## config.mk

```make
export PLATFORM = sky130hd
export DESIGN_NAME = video_mode_sequencer
export DESIGN_NICKNAME = d
export VERILOG_FILES = /design/src/rtl/video_mode_pkg.sv /design/src/rtl/switch_debouncer.sv /design/src/rtl/video_mode_sequencer.sv
export SDC_FILE = /design/constraint.sdc
export NUM_CORES = 1
export LEC_CHECK = 0
export CORE_MARGIN = 2
export CORE_UTILIZATION = 50
export DETAILED_ROUTE_END_ITERATION = 7
export PLACE_DENSITY = 0.77
export SLEW_MARGIN = 20
export SYNTH_ARGS = -nofsm -noshare
export SYNTH_HDL_FRONTEND = slang
export SYNTH_SLANG_ARGS = --single-unit
```

## constraint.sdc

```tcl
create_clock -name clk -period 2.3 [get_ports clk]
set_input_delay 0.345 -clock clk [delete_from_list [all_inputs] [get_ports clk]]
set_output_delay 0.345 -clock clk [all_outputs]
set_load 0.02 [all_outputs]
```

## src/rtl/video_mode_pkg.sv

```systemverilog
// Shared mode/FSM encodings plus the mode-transition and mode-decode rules for the video path.
package video_mode_pkg;

  typedef enum logic [2:0] {
    ModeNormal = 3'd0,
    ModeRed    = 3'd1,
    ModeGreen  = 3'd2,
    ModeBlue   = 3'd3,
    ModeGscale = 3'd4,
    ModeZoom2  = 3'd5,
    ModeZoom3  = 3'd6,
    ModeZoom4  = 3'd7
  } mode_e;

  typedef enum logic [1:0] {
    StStable,
    StPending,
    StFlush
  } seq_state_e;

  typedef struct packed {
    logic [2:0] chan_mask;
    logic       gray_en;
    logic [1:0] zoom;
  } mode_decode_t;

  // Bit positions inside the debounced sw[9:4] slice.
  localparam int unsigned SwGray = 0;
  localparam int unsigned SwB    = 1;
  localparam int unsigned SwG    = 2;
  localparam int unsigned SwR    = 3;

  // One step per commit: every non-NORMAL mode can only fall back to NORMAL.
  function automatic mode_e next_mode(input mode_e mode, input logic [5:0] sw_db);
    logic [1:0] zsel;
    zsel = sw_db[5:4];
    next_mode = mode;
    unique case (mode)
      ModeNormal: begin
        if (zsel == 2'b11)     next_mode = ModeZoom4;
        else if (zsel == 2'b10) next_mode = ModeZoom3;
        else if (zsel == 2'b01) next_mode = ModeZoom2;
        else if (sw_db[SwGray]) next_mode = ModeGscale;
        else if (sw_db[SwB])    next_mode = ModeBlue;
        else if (sw_db[SwG])    next_mode = ModeGreen;
        else if (sw_db[SwR])    next_mode = ModeRed;
        else                    next_mode = ModeNormal;
      end
      ModeRed:    next_mode = sw_db[SwR]    ? ModeRed    : ModeNormal;
      ModeGreen:  next_mode = sw_db[SwG]    ? ModeGreen  : ModeNormal;
      ModeBlue:   next_mode = sw_db[SwB]    ? ModeBlue   : ModeNormal;
      ModeGscale: next_mode = sw_db[SwGray] ? ModeGscale : ModeNormal;
      ModeZoom2, ModeZoom3, ModeZoom4: next_mode = (zsel == 2'b00) ? ModeNormal : mode;
      default:    next_mode = ModeNormal;
    endcase
  endfunction

  function automatic mode_decode_t decode(input mode_e mode);
    decode = '{chan_mask: 3'b111, gray_en: 1'b0, zoom: 2'd0};
    unique case (mode)
      ModeRed:    decode.chan_mask = 3'b100;
      ModeGreen:  decode.chan_mask = 3'b010;
      ModeBlue:   decode.chan_mask = 3'b001;
      ModeGscale: decode.gray_en   = 1'b1;
      ModeZoom2:  decode.zoom      = 2'd1;
      ModeZoom3:  decode.zoom      = 2'd2;
      ModeZoom4:  decode.zoom      = 2'd3;
      default:    decode.chan_mask = 3'b111;
    endcase
  endfunction

endpackage

```

## src/rtl/switch_debouncer.sv

```systemverilog
// Multi-stage synchroniser followed by an independent debounce counter per bit.
module switch_debouncer #(
  parameter int unsigned WIDTH           = 6,
  parameter int unsigned DEBOUNCE_CYCLES = 500000,
  parameter int unsigned SYNC_STAGES     = 2
) (
  input  logic             clk,
  input  logic             rst,
  input  logic [WIDTH-1:0] sw_i,
  output logic [WIDTH-1:0] sw_db_o
);

  localparam int unsigned CntW = $clog2(DEBOUNCE_CYCLES + 1);
  localparam logic [CntW-1:0] CntLast = CntW'(DEBOUNCE_CYCLES - 1);

  logic [SYNC_STAGES-1:0][WIDTH-1:0] sync_q;
  logic [WIDTH-1:0][CntW-1:0]        cnt_q;
  logic [WIDTH-1:0]                  db_q;
  logic [WIDTH-1:0]                  synced;

  assign synced  = sync_q[SYNC_STAGES-1];
  assign sw_db_o = db_q;

  always_ff @(posedge clk) begin
    if (rst) begin
      sync_q <= '0;
    end else begin
      sync_q[0] <= sw_i;
      for (int s = 1; s < int'(SYNC_STAGES); s++) begin
        sync_q[s] <= sync_q[s-1];
      end
    end
  end

  // A bit flips only after DEBOUNCE_CYCLES consecutive cycles of disagreement; any
  // agreement in between clears its count.
  always_ff @(posedge clk) begin
    if (rst) begin
      db_q  <= '0;
      cnt_q <= '0;
    end else begin
      for (int i = 0; i < int'(WIDTH); i++) begin
        if (synced[i] != db_q[i]) begin
          if (cnt_q[i] == CntLast) begin
            db_q[i]  <= synced[i];
            cnt_q[i] <= '0;
          end else begin
            cnt_q[i] <= cnt_q[i] + 1'b1;
          end
        end else begin
          cnt_q[i] <= '0;
        end
      end
    end
  end

endmodule

```

## src/rtl/video_mode_sequencer.sv

```systemverilog
// Owns the committed video mode: changes are committed only on frame_start and followed by a
// fixed-length pipeline flush so no frame mixes two modes.
module video_mode_sequencer
  import video_mode_pkg::*;
#(
  parameter int unsigned DEBOUNCE_CYCLES = 500000,
  parameter int unsigned FLUSH_CYCLES    = 4,
  parameter int unsigned SYNC_STAGES     = 2
) (
  input  logic       clk,
  input  logic       rst,
  input  logic [9:0] sw,
  input  logic       frame_start,
  output logic [2:0] mode,
  output logic [1:0] zoom,
  output logic [2:0] chan_mask,
  output logic       gray_en,
  output logic       pipe_flush,
  output logic       mode_valid
);

  localparam int unsigned FlushW = $clog2(FLUSH_CYCLES + 1);

  logic [5:0]        sw_db;
  mode_e             target;
  seq_state_e        state_q;
  mode_e             mode_q;
  mode_decode_t      dec_q;
  logic              flush_q;
  logic              valid_q;
  logic [FlushW-1:0] cnt_q;
  logic              unused_sw;

  assign unused_sw = ^sw[3:0];

  switch_debouncer #(
    .WIDTH          (6),
    .DEBOUNCE_CYCLES(DEBOUNCE_CYCLES),
    .SYNC_STAGES    (SYNC_STAGES)
  ) u_switch_debouncer (
    .clk    (clk),
    .rst    (rst),
    .sw_i   (sw[9:4]),
    .sw_db_o(sw_db)
  );

  assign target = next_mode(mode_q, sw_db);

  always_ff @(posedge clk) begin
    if (rst) begin
      state_q <= StStable;
      mode_q  <= ModeNormal;
      dec_q   <= decode(ModeNormal);
      flush_q <= 1'b0;
      valid_q <= 1'b1;
      cnt_q   <= '0;
    end else begin
      unique case (state_q)
        StStable: begin
          if (target != mode_q) begin
            state_q <= StPending;
            valid_q <= 1'b0;
          end
        end
        StPending: begin
          if (target == mode_q) begin
            state_q <= StStable;
            valid_q <= 1'b1;
          end else if (frame_start) begin
            mode_q  <= target;
            dec_q   <= decode(target);
            flush_q <= 1'b1;
            cnt_q   <= FlushW'(FLUSH_CYCLES - 1);
            state_q <= StFlush;
          end
        end
        StFlush: begin
          // frame_start is deliberately ignored here; mode stays frozen until the flush drains.
          if (cnt_q == '0) begin
            flush_q <= 1'b0;
            valid_q <= 1'b1;
            state_q <= StStable;
          end else begin
            cnt_q <= cnt_q - 1'b1;
          end
        end
        default: state_q <= StStable;
      endcase
    end
  end

  assign mode       = mode_q;
  assign zoom       = dec_q.zoom;
  assign chan_mask  = dec_q.chan_mask;
  assign gray_en    = dec_q.gray_en;
  assign pipe_flush = flush_q;
  assign mode_valid = valid_q;

endmodule

```

Word level (Yosys, flattened, before mapping)
Cells that the tools add are included.
{"block": "totals", "reg_bits": 148, "output_inout_bits": 11}
{"block": "op_classes", "addsub": 7, "eq_ne": 40, "muxes": 32, "bitwise_logic": 7, "n_reduce_logical": 24}
{"cell": "$add 19x1->19 const B", "n": 6}
{"cell": "$eq 19x19->1 const B", "n": 6}
{"cell": "$mux 3", "n": 9}
{"cell": "$eq 3x3->1 const B", "n": 8}
{"cell": "$reduce_or 3->1", "n": 7}
{"cell": "$pmux 3 s6", "n": 1}
{"cell": "$mux 2", "n": 8}
{"cell": "$eq 3x2->1 const B", "n": 4}
{"cell": "$ne 2x2->1 const B", "n": 6}
{"cell": "$pmux 2 s3", "n": 2}
{"cell": "$reduce_and 2->1", "n": 6}
{"cell": "$reduce_and 4->1", "n": 3}
{"cell": "$pmux 3 s3", "n": 1}
{"cell": "$mux 1", "n": 8}
{"cell": "$not 1->1", "n": 7}
{"cell": "$eq 2x2->1 const B", "n": 3}
{"cell": "$eq 3x1->1 const B", "n": 2}
{"cell": "$logic_not 3->1", "n": 2}
{"cell": "$ne 1x1->1", "n": 6}
{"cell": "$pmux 3 s2", "n": 1}
{"cell": "$reduce_and 3->1", "n": 2}
{"cell": "$eq 2x1->1 const B", "n": 2}
{"cell": "$logic_not 2->1", "n": 2}
{"cell": "$eq 3x3->1", "n": 1}
{"cell": "7 further kinds", "n": 7}

Logic depth before layout (Yosys ltp)
{"block": "logic_depth", "ltp_word": 11, "depth_mapped": 9, "depth_no_buf": 8}

Modules after synthesis
Synthesis repeated with hierarchy kept, for this count alone.
{"block": "unflattened", "hier_cells": 811, "area_unflattened_um2": 6924.1}
{"module": "switch_debouncer", "n_inst": 1, "cells_per_inst": 664, "area_each_um2": 5795.6}
{"module": "video_mode_sequencer", "n_inst": 1, "cells_per_inst": 147, "area_each_um2": 1128.6}

Worst setup path before layout
Ideal clock, no wire load.
{"block": "synth_path", "kind": "reg2reg", "startpoint": "reg mode_q[2], in the netlist mode[2]", "endpoint": "reg dec_q (netlist bit gray_en)", "setup_time_ns": 0.071, "arrival_time_ns": 1.822, "required_ns": 2.229, "path_slack_ns": 0.407, "stages_incl_launch_ff": 8, "n_path_buf": 1, "path_cell_list": "dfxtp_1 buf_6 nand2b_1 a21oi_1 o32ai_2 o211ai_2 or4_1 a21oi_1"}
{"block": "synth_via", "elab_chain_cells": 6, "word_cells_on_any_way": 16, "cone_classes": "eq/ne: 9; mux: 3; bitwise: 1; reduce/logical: 3"}
{"element": "start, declared", "line": "video_mode_sequencer.sv:27", "rtl": "mode_e mode_q;"}
{"element": "start signal, assigned", "line": "video_mode_sequencer.sv:52", "rtl": "mode_q <= ModeNormal;"}
{"element": "start signal, assigned", "line": "video_mode_sequencer.sv:70", "rtl": "mode_q <= target;"}
{"element": "$eq 3x3->1", "line": "video_mode_pkg.sv:38", "rtl": "unique case (mode)"}
{"element": "$reduce_or 3->1", "line": "video_mode_pkg.sv:38"}
{"element": "$pmux 3 s6", "line": "video_mode_pkg.sv:38"}
{"element": "$eq 3x3->1", "line": "video_mode_sequencer.sv:66", "rtl": "if (target == mode_q) begin"}
{"element": "$not 1->1 (no source line)"}
{"element": "$reduce_and 3->1 (no source line)"}
{"element": "end signal, assigned", "line": "video_mode_sequencer.sv:53", "rtl": "dec_q <= decode(ModeNormal);"}
{"element": "end signal, assigned", "line": "video_mode_sequencer.sv:71", "rtl": "dec_q <= decode(target);"}
{"element": "end, declared", "line": "video_mode_sequencer.sv:28", "rtl": "mode_decode_t dec_q;"}
Several ways; a longest one is shown, not always the timed one.
A chain may end at the register's enable or synchronous reset.

Worst setup path in the final report
{"block": "layout_path", "startpoint": "reg mode_q[1], in the netlist mode[1]", "endpoint": "reg dec_q (netlist bit gray_en)"}
The elaborated chain is that of the path after synthesis.

==> flow_summary_export.csv <==
group,metric,value,unit
die,start_util,51.64,%
global_route,grt_max_degree,43,
synthesis,seq_area_frac_synth,44.92,%
die,die_width,118.9,um
global_route,grt_usage,16.95,%
clock_network,clock_latency,420,ps
sta,maxSlewViolCount,0,
drt,wl_per_cell,11.76,um
synthesis,synth_common_cells,"166 x nor2_1, 148 x dfxtp_1, 57 x xor2_1, 54 x xnor2_1, 53 x nand2_1",
placement,dp.cells,935,
die,die-area,0.01413,mm2
pwr,power.leakage,2.456,nW
synthesis,synthArstFlopShare,0,%
sta,worst_pin_slew,632.9,ps
clock_network,cts_tree,"done",
hold_path,min_to,"u_switch_debouncer.cnt_q[95]$_SDFF_PP0_",
synthesis,synth_edf_count,0,
setup_path,reg2regPathDepth,5,
sta,setup_violations,0,
setup_path,startpoint_type,"flop",
clock_network,postCtsSetupBuffers,0,
layout,area_delta_synth_final,14.09,%
placement,portBuffers,19,
run,maxCapViolCount,0,
layout,nets,806,
setup_path,critPathCaptureType,"flop",
sta,tns,0,ps
clock_network,path_clk_slew,60,ps
sta,max_freq,0.4771,GHz
clock_network,htreeDepth,4,
hold_path,min_path_cells,1,
layout,fin_cells,967,
sta,period_needed,2096,ps
setup_path,cp_max_fo,9,
sta,post-route-period-util,91.14,%
placement,gp_congestion,0.8075,
global_route,grt.overflow.total,0,
layout,fin_area,0.007526,mm2
sta,rsz0062_at_grt,"false",
clock_network,ctsResizeCount,0,
clock_network,numCtsBuffers,17,
synthesis,ys_types,52,
sta,finalHoldViolCount,0,
drt,drcViolationCount,0,
die,rows,41,
synthesis,synth_nets,787,
die,fp.dieH,118.9,um
setup_path,required,2650,ps
drt,drtAntennaViolNets,0,
setup_path,timing.rr.end,"gray_en$_SDFFE_PP0P_",
setup_path,worstSetupPathType,"flop to flop",
synthesis,yosysMostFrequentCell,"nor2_1",
clock_network,clock_path_buffers,2,
drt,routed_via_density,5.033,
drt,totalWireLength,11.37,mm
placement,placed_cell_area,0.006925,mm2
drt,drtPass1Iterations,4,
pwr,peakVddDrop,0.5739,mV
drt,drt_iter0_markers,216,
synthesis,yosys_warnings,0,
synthesis,synthTopCellsByArea,"dfxtp_1 45%, nor2_1 9.4%, xor2_1 7.6%",
hold_path,worstHoldStart,"u_switch_debouncer.cnt_q[95]$_SDFF_PP0_",
global_route,grt_pass1_vias,4603,
synthesis,syn_inst,763,
global_route,antenna_found_initial,0,
die,coreArea,0.01277,mm2
pwr,p_per_area,720.9,mW/mm2
layout,antenna_cells,0,
hold_path,hold_class,"flop to flop",
synthesis,ys.flop_type,"dfxtp_1",
clock_network,cts_root_buffer,"clkbuf_16",
clock_network,cts_sinks,148,
clock_network,cts_hold_buf,0,
synthesis,syn_avg_cell_area,8.645,um2
global_route,grt_pass1_wl,19.94,mm
synthesis,syn-cell-area,0.006596,mm2
setup_path,rr_startpoint,"mode[1]$_SDFFE_PP0P_",
synthesis,synth_seq_cells,148,
synthesis,synth_top_area_share,44.92,%
sta,relSlewSlack,57.81,%
drt,vias,4867,
synthesis,yosys.area.top_type,"dfxtp_1",
placement,post-dp-hpwl,7.478,mm
status,status,"completed",
setup_path,worstPathArrival,2450,ps
sta,clock_skew,5.549,ps
setup_path,reg2reg_slack,200,ps
layout,layout-drive-gt1-share,5.786,%
die,ioPinCount,24,
where the power goes:
part,internal [mW],switching [mW]
logic,0.0298,0.0360
clock network,1.74,1.04
registers,2.58,0.00786
total,4.34,1.08
sequential cells by signal (all words and copies together), names as in the netlist, 3 cells and up:
register / flops
mode: 3
u_switch_debouncer.cnt_q: 114
cnt_q: 3
u_switch_debouncer.sw_db_o: 6
chan_mask: 3
u_switch_debouncer.sync_q: 6
u_switch_debouncer.synced: 6
cells in the final DEF, fill, tap and decap left out, drive strengths merged, types with 2 or more instances in the layout:
cell type and n:
nand3 47, mux2i 11, or3 8, nand3b 6, and3 14, and4 9, xnor2 54, a21oi 15
bufinv 3, nand2b 9, clkdlybuf4s50 19, a211oi 2, ha 11, nor4b 4, a311oi 2, xor2 57
clkbuf 20, and2 6, clkinv 7, nor4 12, or4 2, inv 23, buf 8, nor2b 14
nand2 53, o21ai 4, nor3 20, nor2 168, o311ai 2, nand4 21, dfxtp 148
worst max-delay path, cell delays in order, from the launching register on:
cell,delay (ps)
dfxtp_1,400
buf_4,190
o311ai_0,490
a31oi_1,260
or4_1,540
a21oi_1,150
layout make-up:
class                   instances  area [um2]
multi-input cells             567        3406
clock inverters                12       153.9
flip-flops and latches        148        2963
well taps                     172       215.2
clock buffers                  20       446.7
repair buffers                 27       262.8
inverters                      21       78.83
fillers                      1111        5248
how the worst max path moves through the flow:
stage	startpoint	end	depth (start not counted)
floorplan	mode[2]$_SDFFE_PP0P_	gray_en$_SDFFE_PP0P_	7
global placement	mode[2]$_SDFFE_PP0P_	chan_mask[0]$_SDFFE_PP1P_	6
detailed placement	mode[2]$_SDFFE_PP0P_	chan_mask[0]$_SDFFE_PP1P_	6
CTS	mode[2]$_SDFFE_PP0P_	chan_mask[0]$_SDFFE_PP1P_	6
global route	u_switch_debouncer.cnt_q[19]$_SDFF_PP0_	u_switch_debouncer.cnt_q[19]$_SDFF_PP0_	5
finish	mode[1]$_SDFFE_PP0P_	gray_en$_SDFFE_PP0P_	5
metal layers:
metal	global-route usage, %	routed length (um)	part of all wire [%]	vias up
met4	6.250	149	1.3	0
met1	21.60	5697	50	2223
met3	4.741	307	2.7	10
met2	27.41	5218	46	46
li1	-	-	-	2588
met5	0	0	0	-
kinds of logic after synthesis:
logic type	Yosys count	share of synthesized area, %
AND/OR/NAND/NOR	395	28.83
flip-flops	148	44.92
XOR/XNOR	111	14.74
buffers and inverters	48	3.452
AO/OA/AOI/OAI	39	4.306
multiplexers	11	1.669
adder cells (fa/ha/maj)	11	2.086
stage by stage:
step	setup slack (ps)	util [%]	hold slack [ps]	power, mW
4_1_cts	241.6	58.92	438.9	5.486
3_5_place_dp	251.8	54.22	431.2	2.708
6_report	203.9	58.92	438.9	5.426
3_3_place_gp	284.1	54.22	422.4	2.707
2_1_floorplan	407.1	-	412.9	2.677
5_1_grt	71.78	58.92	452.7	5.601
Note: power is estimated with default switching activity, not from simulation.
